--- src/rtl/mb_xfer_pkg.sv ---
// Shared types for the Massbus drive-side transfer sequencer.
package mb_xfer_pkg;

    localparam int DEF_WORDS = 128;

    typedef enum logic [1:0] {
        FN_READ,
        FN_WRITE,
        FN_WCHK,
        FN_NOP
    } xfer_func_t;

    typedef enum logic [2:0] {
        IDLE,
        FETCH,
        LATCH,
        REQ,
        STEP,
        CHECK,
        DONE
    } xfer_state_t;

endpackage

--- src/rtl/mb_xfer_seq.sv ---
// Moves one sector of 36-bit words between the drive's buffer and the RH11
// over the mbREQO/mbACKI handshake, pulsing word-count and bus-address steps.
//
// state | meaning
// IDLE  | waiting for start
// FETCH | buffer read strobe for buf_addr
// LATCH | capture buffer word (READ: mbDATAO, WCHK: compare register)
// REQ   | mbREQO held until mbACKI
// STEP  | mbINCWC + mbINCBA/mbDECBA (+ mbWCE) pulses, buffer write for WRITE
// CHECK | sample mbWCZ and end of sector, advance or finish
// DONE  | immediate completion (word count already zero or no-op function)
module mb_xfer_seq
    import mb_xfer_pkg::*;
#(
    parameter int WORDS = DEF_WORDS,
    parameter int AW    = $clog2(WORDS)
) (
    input  logic          clk,
    input  logic          rst,
    input  logic          start,
    input  logic [1:0]    func,
    input  logic          rev,
    input  logic          abort,
    output logic [AW-1:0] buf_addr,
    output logic          buf_rd,
    input  logic [35:0]   buf_rdata,
    output logic          buf_wr,
    output logic [35:0]   buf_wdata,
    output logic          mbREQO,
    input  logic          mbACKI,
    output logic [35:0]   mbDATAO,
    input  logic [35:0]   mbDATAI,
    input  logic          mbWCZ,
    output logic          mbINCWC,
    output logic          mbINCBA,
    output logic          mbDECBA,
    output logic          mbWCE,
    output logic          mbNPRO,
    output logic          busy,
    output logic          sect_done,
    output logic          xfer_done
);

    xfer_state_t   state_q;
    xfer_func_t    func_q;
    logic          rev_q;
    logic          wce_seen_q;
    logic [AW-1:0] addr_q;
    logic [35:0]   dato_q;
    logic [35:0]   cmp_q;
    logic [35:0]   wdata_q;
    logic          rd_q, wr_q, req_q;
    logic          incwc_q, incba_q, decba_q, wce_q;
    logic          busy_q, npro_q, sdone_q, xdone_q;
    logic          last_word;

    assign last_word = (addr_q == AW'(WORDS - 1));

    // Completion pulses are registered out of CHECK/DONE, so they show up
    // in the first IDLE cycle together with busy dropping.
    always_ff @(posedge clk or negedge rst) begin
        if (!rst) begin
            state_q    <= IDLE;
            func_q     <= FN_READ;
            rev_q      <= 1'b0;
            wce_seen_q <= 1'b0;
            addr_q     <= '0;
            dato_q     <= '0;
            cmp_q      <= '0;
            wdata_q    <= '0;
            rd_q       <= 1'b0;
            wr_q       <= 1'b0;
            req_q      <= 1'b0;
            incwc_q    <= 1'b0;
            incba_q    <= 1'b0;
            decba_q    <= 1'b0;
            wce_q      <= 1'b0;
            busy_q     <= 1'b0;
            npro_q     <= 1'b0;
            sdone_q    <= 1'b0;
            xdone_q    <= 1'b0;
        end else begin
            rd_q    <= 1'b0;
            wr_q    <= 1'b0;
            incwc_q <= 1'b0;
            incba_q <= 1'b0;
            decba_q <= 1'b0;
            wce_q   <= 1'b0;
            sdone_q <= 1'b0;
            xdone_q <= 1'b0;
            if (abort) begin
                state_q    <= IDLE;
                req_q      <= 1'b0;
                busy_q     <= 1'b0;
                npro_q     <= 1'b0;
                wce_seen_q <= 1'b0;
                addr_q     <= '0;
                dato_q     <= '0;
                wdata_q    <= '0;
            end else begin
                case (state_q)
                    IDLE: begin
                        if (start) begin
                            addr_q     <= '0;
                            func_q     <= xfer_func_t'(func);
                            rev_q      <= rev;
                            wce_seen_q <= 1'b0;
                            busy_q     <= 1'b0 | 1'b1;
                            npro_q     <= 1'b1;
                            if (mbWCZ || func == FN_NOP) begin
                                state_q <= DONE;
                            end else if (func == FN_WRITE) begin
                                state_q <= REQ;
                                req_q   <= 1'b1;
                            end else begin
                                state_q <= FETCH;
                                rd_q    <= 1'b1;
                            end
                        end
                    end
                    FETCH: state_q <= LATCH;
                    LATCH: begin
                        if (func_q == FN_READ) dato_q <= buf_rdata;
                        if (func_q == FN_WCHK) cmp_q  <= buf_rdata;
                        req_q   <= 1'b1;
                        state_q <= REQ;
                    end
                    REQ: begin
                        if (mbACKI) begin
                            req_q   <= 1'b0;
                            incwc_q <= 1'b1;
                            incba_q <= ~rev_q;
                            decba_q <= rev_q;
                            if (func_q == FN_WRITE) begin
                                wr_q    <= 1'b1;
                                wdata_q <= mbDATAI;
                            end
                            if (func_q == FN_WCHK && cmp_q != mbDATAI) begin
                                wce_q      <= 1'b1;
                                wce_seen_q <= 1'b1;
                            end
                            state_q <= STEP;
                        end
                    end
                    STEP: state_q <= CHECK;
                    CHECK: begin
                        if (mbWCZ || wce_seen_q || last_word) begin
                            xdone_q <= mbWCZ | wce_seen_q;
                            sdone_q <= last_word;
                            busy_q  <= 1'b0;
                            npro_q  <= 1'b0;
                            state_q <= IDLE;
                        end else begin
                            addr_q <= addr_q + AW'(1);
                            if (func_q == FN_WRITE) begin
                                req_q   <= 1'b1;
                                state_q <= REQ;
                            end else begin
                                rd_q    <= 1'b1;
                                state_q <= FETCH;
                            end
                        end
                    end
                    DONE: begin
                        xdone_q <= 1'b1;
                        busy_q  <= 1'b0;
                        npro_q  <= 1'b0;
                        state_q <= IDLE;
                    end
                    default: state_q <= IDLE;
                endcase
            end
        end
    end

    assign buf_addr  = addr_q;
    assign buf_rd    = rd_q;
    assign buf_wr    = wr_q;
    assign buf_wdata = wdata_q;
    assign mbREQO    = req_q;
    assign mbDATAO   = dato_q;
    assign mbINCWC   = incwc_q;
    assign mbINCBA   = incba_q;
    assign mbDECBA   = decba_q;
    assign mbWCE     = wce_q;
    assign mbNPRO    = npro_q;
    assign busy      = busy_q;
    assign sect_done = sdone_q;
    assign xfer_done = xdone_q;

endmodule

--- config.mk ---
export PLATFORM = sky130hd
export DESIGN_NAME = mb_xfer_seq
export DESIGN_NICKNAME = d
export VERILOG_FILES = /design/src/rtl/mb_xfer_pkg.sv /design/src/rtl/mb_xfer_seq.sv
export SDC_FILE = /design/constraint.sdc
export NUM_CORES = 1
export LEC_CHECK = 0
export CAP_MARGIN = 15
export CORE_MARGIN = 5
export CORE_UTILIZATION = 50
export CTS_BUF_LIST = sky130_fd_sc_hd__clkbuf_8
export CTS_CLUSTER_DIAMETER = 150
export DETAILED_ROUTE_END_ITERATION = 16
export PLACE_DENSITY = 0.84
export SLEW_MARGIN = 20
export SYNTH_ARGS = -nofsm -noshare
export SYNTH_HDL_FRONTEND = slang
export SYNTH_SLANG_ARGS = --single-unit
--- constraint.sdc ---
create_clock -name clk -period 2.75 [get_ports clk]
set_input_delay 0.825 -clock clk [delete_from_list [all_inputs] [get_ports clk]]
set_output_delay 0.825 -clock clk [all_outputs]
set_load 0.03 [all_outputs]
Yosys cells after proc, flatten, opt, wreduce, memory -nomap -nowiden
Cells that the tools add are included.
Storage, ports and cells
  output and inout port bits: 90
  input bits: 81
  flip-flop bits (word level): 132
  logic and storage cells: 132
Operators by class
  bitwise operators: 3
  add/subtract/negate cells: 1
  multiplexer cells: 66
  reductions and logical operators: 24
  equal/unequal tests: 20
Operator list (number)
  $mux W36: 7
  $mux W1: 42
  $ne A36 B36 Y1: 1
  $ne A3 B3 Y1 const B: 8
  $mux W7: 3
  $pmux W3 S6: 1
  $reduce_and A3 Y1: 5
  $pmux W7 S2: 1
  $mux W3: 4
  $reduce_bool A2 Y1: 5
  $eq A3 B3 Y1 const B: 3
  $add A7 B1 Y7 const B: 1
  $eq A7 B7 Y1 const B: 1
  $reduce_and A7 Y1: 1
  $eq A3 B2 Y1 const B: 2
  $mux W2: 3
  $pmux W1 S2: 3
  $reduce_bool A3 Y1: 2
  $reduce_bool A5 Y1: 1
  $eq A2 B1 Y1 const B: 2
  $eq A2 B2 Y1 const B: 2
  $pmux W1 S4: 1
  $reduce_and A2 Y1: 2
  $reduce_and A4 Y1: 1
  other kinds (9): 12

Logic depth before layout (Yosys ltp)
  depth after elaboration: 6
  depth in mapped cells: 7

Least setup slack after synthesis
OpenSTA, ideal clock, no wires.
  kind: input port to flip-flop
  from: in start
  to: reg addr_q[5] (netlist: buf_addr[5])
  path buffers: 0
  stages on the path: 4
  arrival: 1.889 ns
  path slack: 0.735 ns
  path through: or3b_4 -> a21oi_4 -> nand3_1 -> a311o_1
On the way
  longest elaborated chain between the ends: 2
RTL lines
  start, declared: line mb_xfer_seq.sv:20  | input logic start,
  $ne A3 B3 Y1 (no source line)
  $reduce_and A3 Y1 (no source line)
  end signal, assigned: line mb_xfer_seq.sv:154  | addr_q <= addr_q + AW'(1);
  end, declared: line mb_xfer_seq.sv:48  | logic [AW-1:0] addr_q;
Every way passes these cells.
A chain may end at the register's enable or synchronous reset.

Final worst setup path
  from: reg addr_q[4] (netlist: buf_addr[4])
  to: out buf_addr[4]
RTL lines
  end, declared: line mb_xfer_seq.sv:24  | output logic [AW-1:0] buf_addr,
No word-level cell between the ends.

==> metrics.yaml <==
synth_edf_count: 0
cp_data_required_time_ps: 1930
cellInternalPower_mw: 4.20
cts_tree: "done"
outcome: "finished, final reports clean"
dr.pass1.iters: 5
yosysSeqAreaShare_pct: 56.5
antenna_found_initial: 0
cp_cell_sequence: "clkdlybuf4s50_1"
synth_fp_nets: 572
drt-initial-drc-count: 366
dpl-instance-area_sq_um: 7700
setup_tns_ps: 0
cp.arrival_ps: 1610
tightest_slew_ps: 719
path_clk_slew_ps: 70
vias: 4530
criticalPathCategory: "reg2out"
post_drt_via_cell_ratio: 5.54
diodes: 0
p_sw_share_pct: 31.8
final_cell_mix: "clkdlybuf4s50_1 (168), dfrtp_1 (132), o21ai_0 (44)"
final_antenna_net_count: 0
crit_slowest_cell: "clkdlybuf4s50_1"
combPwrFrac_pct: 28.4
numCtsBuffers: 17
switchingPower_mw: 1.96
slew_violations: 0
hpwl_um: 11700
min_period_over_period_pct: 88.5
end_kind: "output port"
nFillCells: 854
reg2reg_depth: 3
yosys_warnings: 0
grt.overflow.total: 0
port_buffers: 170
cp.buffers_inverters: 1
drive_gt1_share_pct: 14.2
synthCells: 490
synth_cell_type_count: 51
synth_top_cell_area_share_pct: 56.5
pwr-share-seq_pct: 43.0
cp_num_cells: 1
area_growth_pct: 39.0
synth_top_cell_by_area: "dfrtp_1"
coreArea_sq_um: 11500
leakage_nw: 3.48
initial_core_util_pct: 51.0
hold_buffers: 0
ios: 171
setup_viol: 0
cp-start-kind: "flop"
clk_latency_ps: 420
grt_pass1_vias: 4794
core.rowCount: 39
drc: 0
yosys_register_bits: 132
synthesis.area_sq_um: 5850
root_buffer: "clkbuf_8"
slew_headroom_pct: 52.0
critPathMaxFanout: 6
grt_pass1_wl_um: 25800
synthArstFlopShare_pct: 100
clock_power_share_pct: 28.6
irDropWorstVdd_v: 0.000441
post-cts-setup-buffer-count: 0
synthFlopType: "dfrtp_1"
nNetsFinal: 743
max_stage_delay_ps: 720
rsz0062_at_grt: "no"
grt_usage_pct: 23.1
p_per_area_nw_per_um2: 758
layout_commonest_cell: "clkdlybuf4s50_1"
ctsResizeCount: 0
gp_congestion: 0.871
clock.fmax_mhz: 411
worst_clock_skew_ps: 8.81
wl_per_cell_um: 19.4
hold_path.class: "in2async"
die_h_um: 118
hold_viol: 0
netlist_top_cells_area: "dfrtp_1 (56%), mux2_2 (6.7%), a22o_1 (5.4%)"
cp_top_family: "buffers and inverters"
fin_crit_ps: 2430
syn_avg_cell_area_sq_um: 11.9
routed_wl_um: 15800
htreeDepth: 4
grt_max_degree: 73
die_w_um: 118
dieArea_sq_um: 14000
cts_sinks: 132
cap_violations: 0
finish.instance_area_sq_um: 8130
clk_path_buf_depth: 2
==> synth_stat cells, types with 2 or more instances <==
master,number
mux2_2,35
a22o_1,36
dfrtp_1,132
or3_1,3
xor2_1,3
o221ai_2,3
o21ai_0,44
and3_1,5
nand4_1,11
a211oi_1,2
a21oi_1,8
mux2_1,5
nor3_1,8
clkbuf_1,8
nand2b_1,40
buf_6,6
nand2_1,41
a31oi_2,2
o22ai_1,2
xnor2_1,36
inv_1,7
buf_2,13
nor2_1,12
==> final timing paths <==
check / from / endpoint / slack [ps]
worst max-delay path: buf_addr[4] / buf_addr[4] / 320
max in group asynchronous: rst / buf_wdata[14] / 1710
min in group clk: rev_q / mbINCBA / 450
worst min register to register: rev_q / mbINCBA / 450
worst max register to register: state_q[0] / cmp_q[34] / 510
worst min-delay path: rst / buf_rd / 380
==> metrics by stage <==
| stage | util, % | worst slack, ps | hold slack [ps] | instances | power (mW) |
|---|---|---|---|---|---|
| after global routing | 70.9 | 245 | 401 | 817 | 6.48 |
| after global placement | 67.1 | 143 | 437 | 785 | 4.39 |
| after CTS | 70.9 | 301 | 393 | 817 | 6.22 |
| final | 70.9 | 316 | 382 | 817 | 6.16 |
| after floorplan | - | 735 | 410 | 490 | 3.74 |
| after detailed placement | 67.1 | 132 | 443 | 785 | 4.46 |
==> metal layers <==
metal  wire (um)  GRT usage [%]  part of all wire, %
met5           0              0                    0
met4         374           8.60                  2.4
met3         890           6.35                  5.6
met2        8060           38.3                   51
met1        6500           28.9                   41
==> final cells by class <==
type | count | area (sq um) | share of cell area, %
sequential | 132 | 3300 | 40.6
multi-input combinational | 322 | 2370 | 29.2
timing repair buffer | 181 | 1820 | 22.4
clock buffer | 18 | 248 | 3.05
clock inverter | 14 | 185 | 2.28
tap | 143 | 179 | 2.20
inverter | 7 | 26.3 | 0.323
==> sequential cells by signal (all words and copies together), names as in the netlist <==
name        count
buf_rd          1
xfer_done       1
mbNPRO          1
mbREQO          1
wce_seen_q      1
state_q         3
buf_wr          1
buf_wdata      36
mbDECBA         1
mbINCWC         1
cmp_q          36
mbDATAO        36
sect_done       1
buf_addr        7
func_q          2
rev_q           1
mbWCE           1
mbINCBA         1
==> power groups by stage <==
stage,logic (mW),registers (mW),clock network (mW)
finish,1.75,2.65,1.76
global route,1.89,2.71,1.89
CTS,1.78,2.65,1.79
detailed placement,1.77,2.69,0
global placement,1.73,2.66,0
floorplan,0.945,2.80,0
==> worst register-to-register path: stages (launching register included) <==
cell	delay, ps
dfrtp_1	560
nor3_4	380
nand4b_4	600
mux2_1	580
==> kinds of logic (layout without fill, tap and decap cells) <==
kind of cell / after synthesis / after routing / synth area share, %
flip-flops: 132 / 132 / 56.5
multiplexers: 40 / 40 / 7.70
XOR/XNOR: 39 / 39 / 5.84
adder cells (fa/ha/maj): 1 / 1 / 0.214
buffers and inverters: 36 / 220 / 3.42
AO/OA/AOI/OAI: 108 / 108 / 13.3
AND/OR/NAND/NOR: 134 / 134 / 13.1
Power figures use the tool's default switching activity.
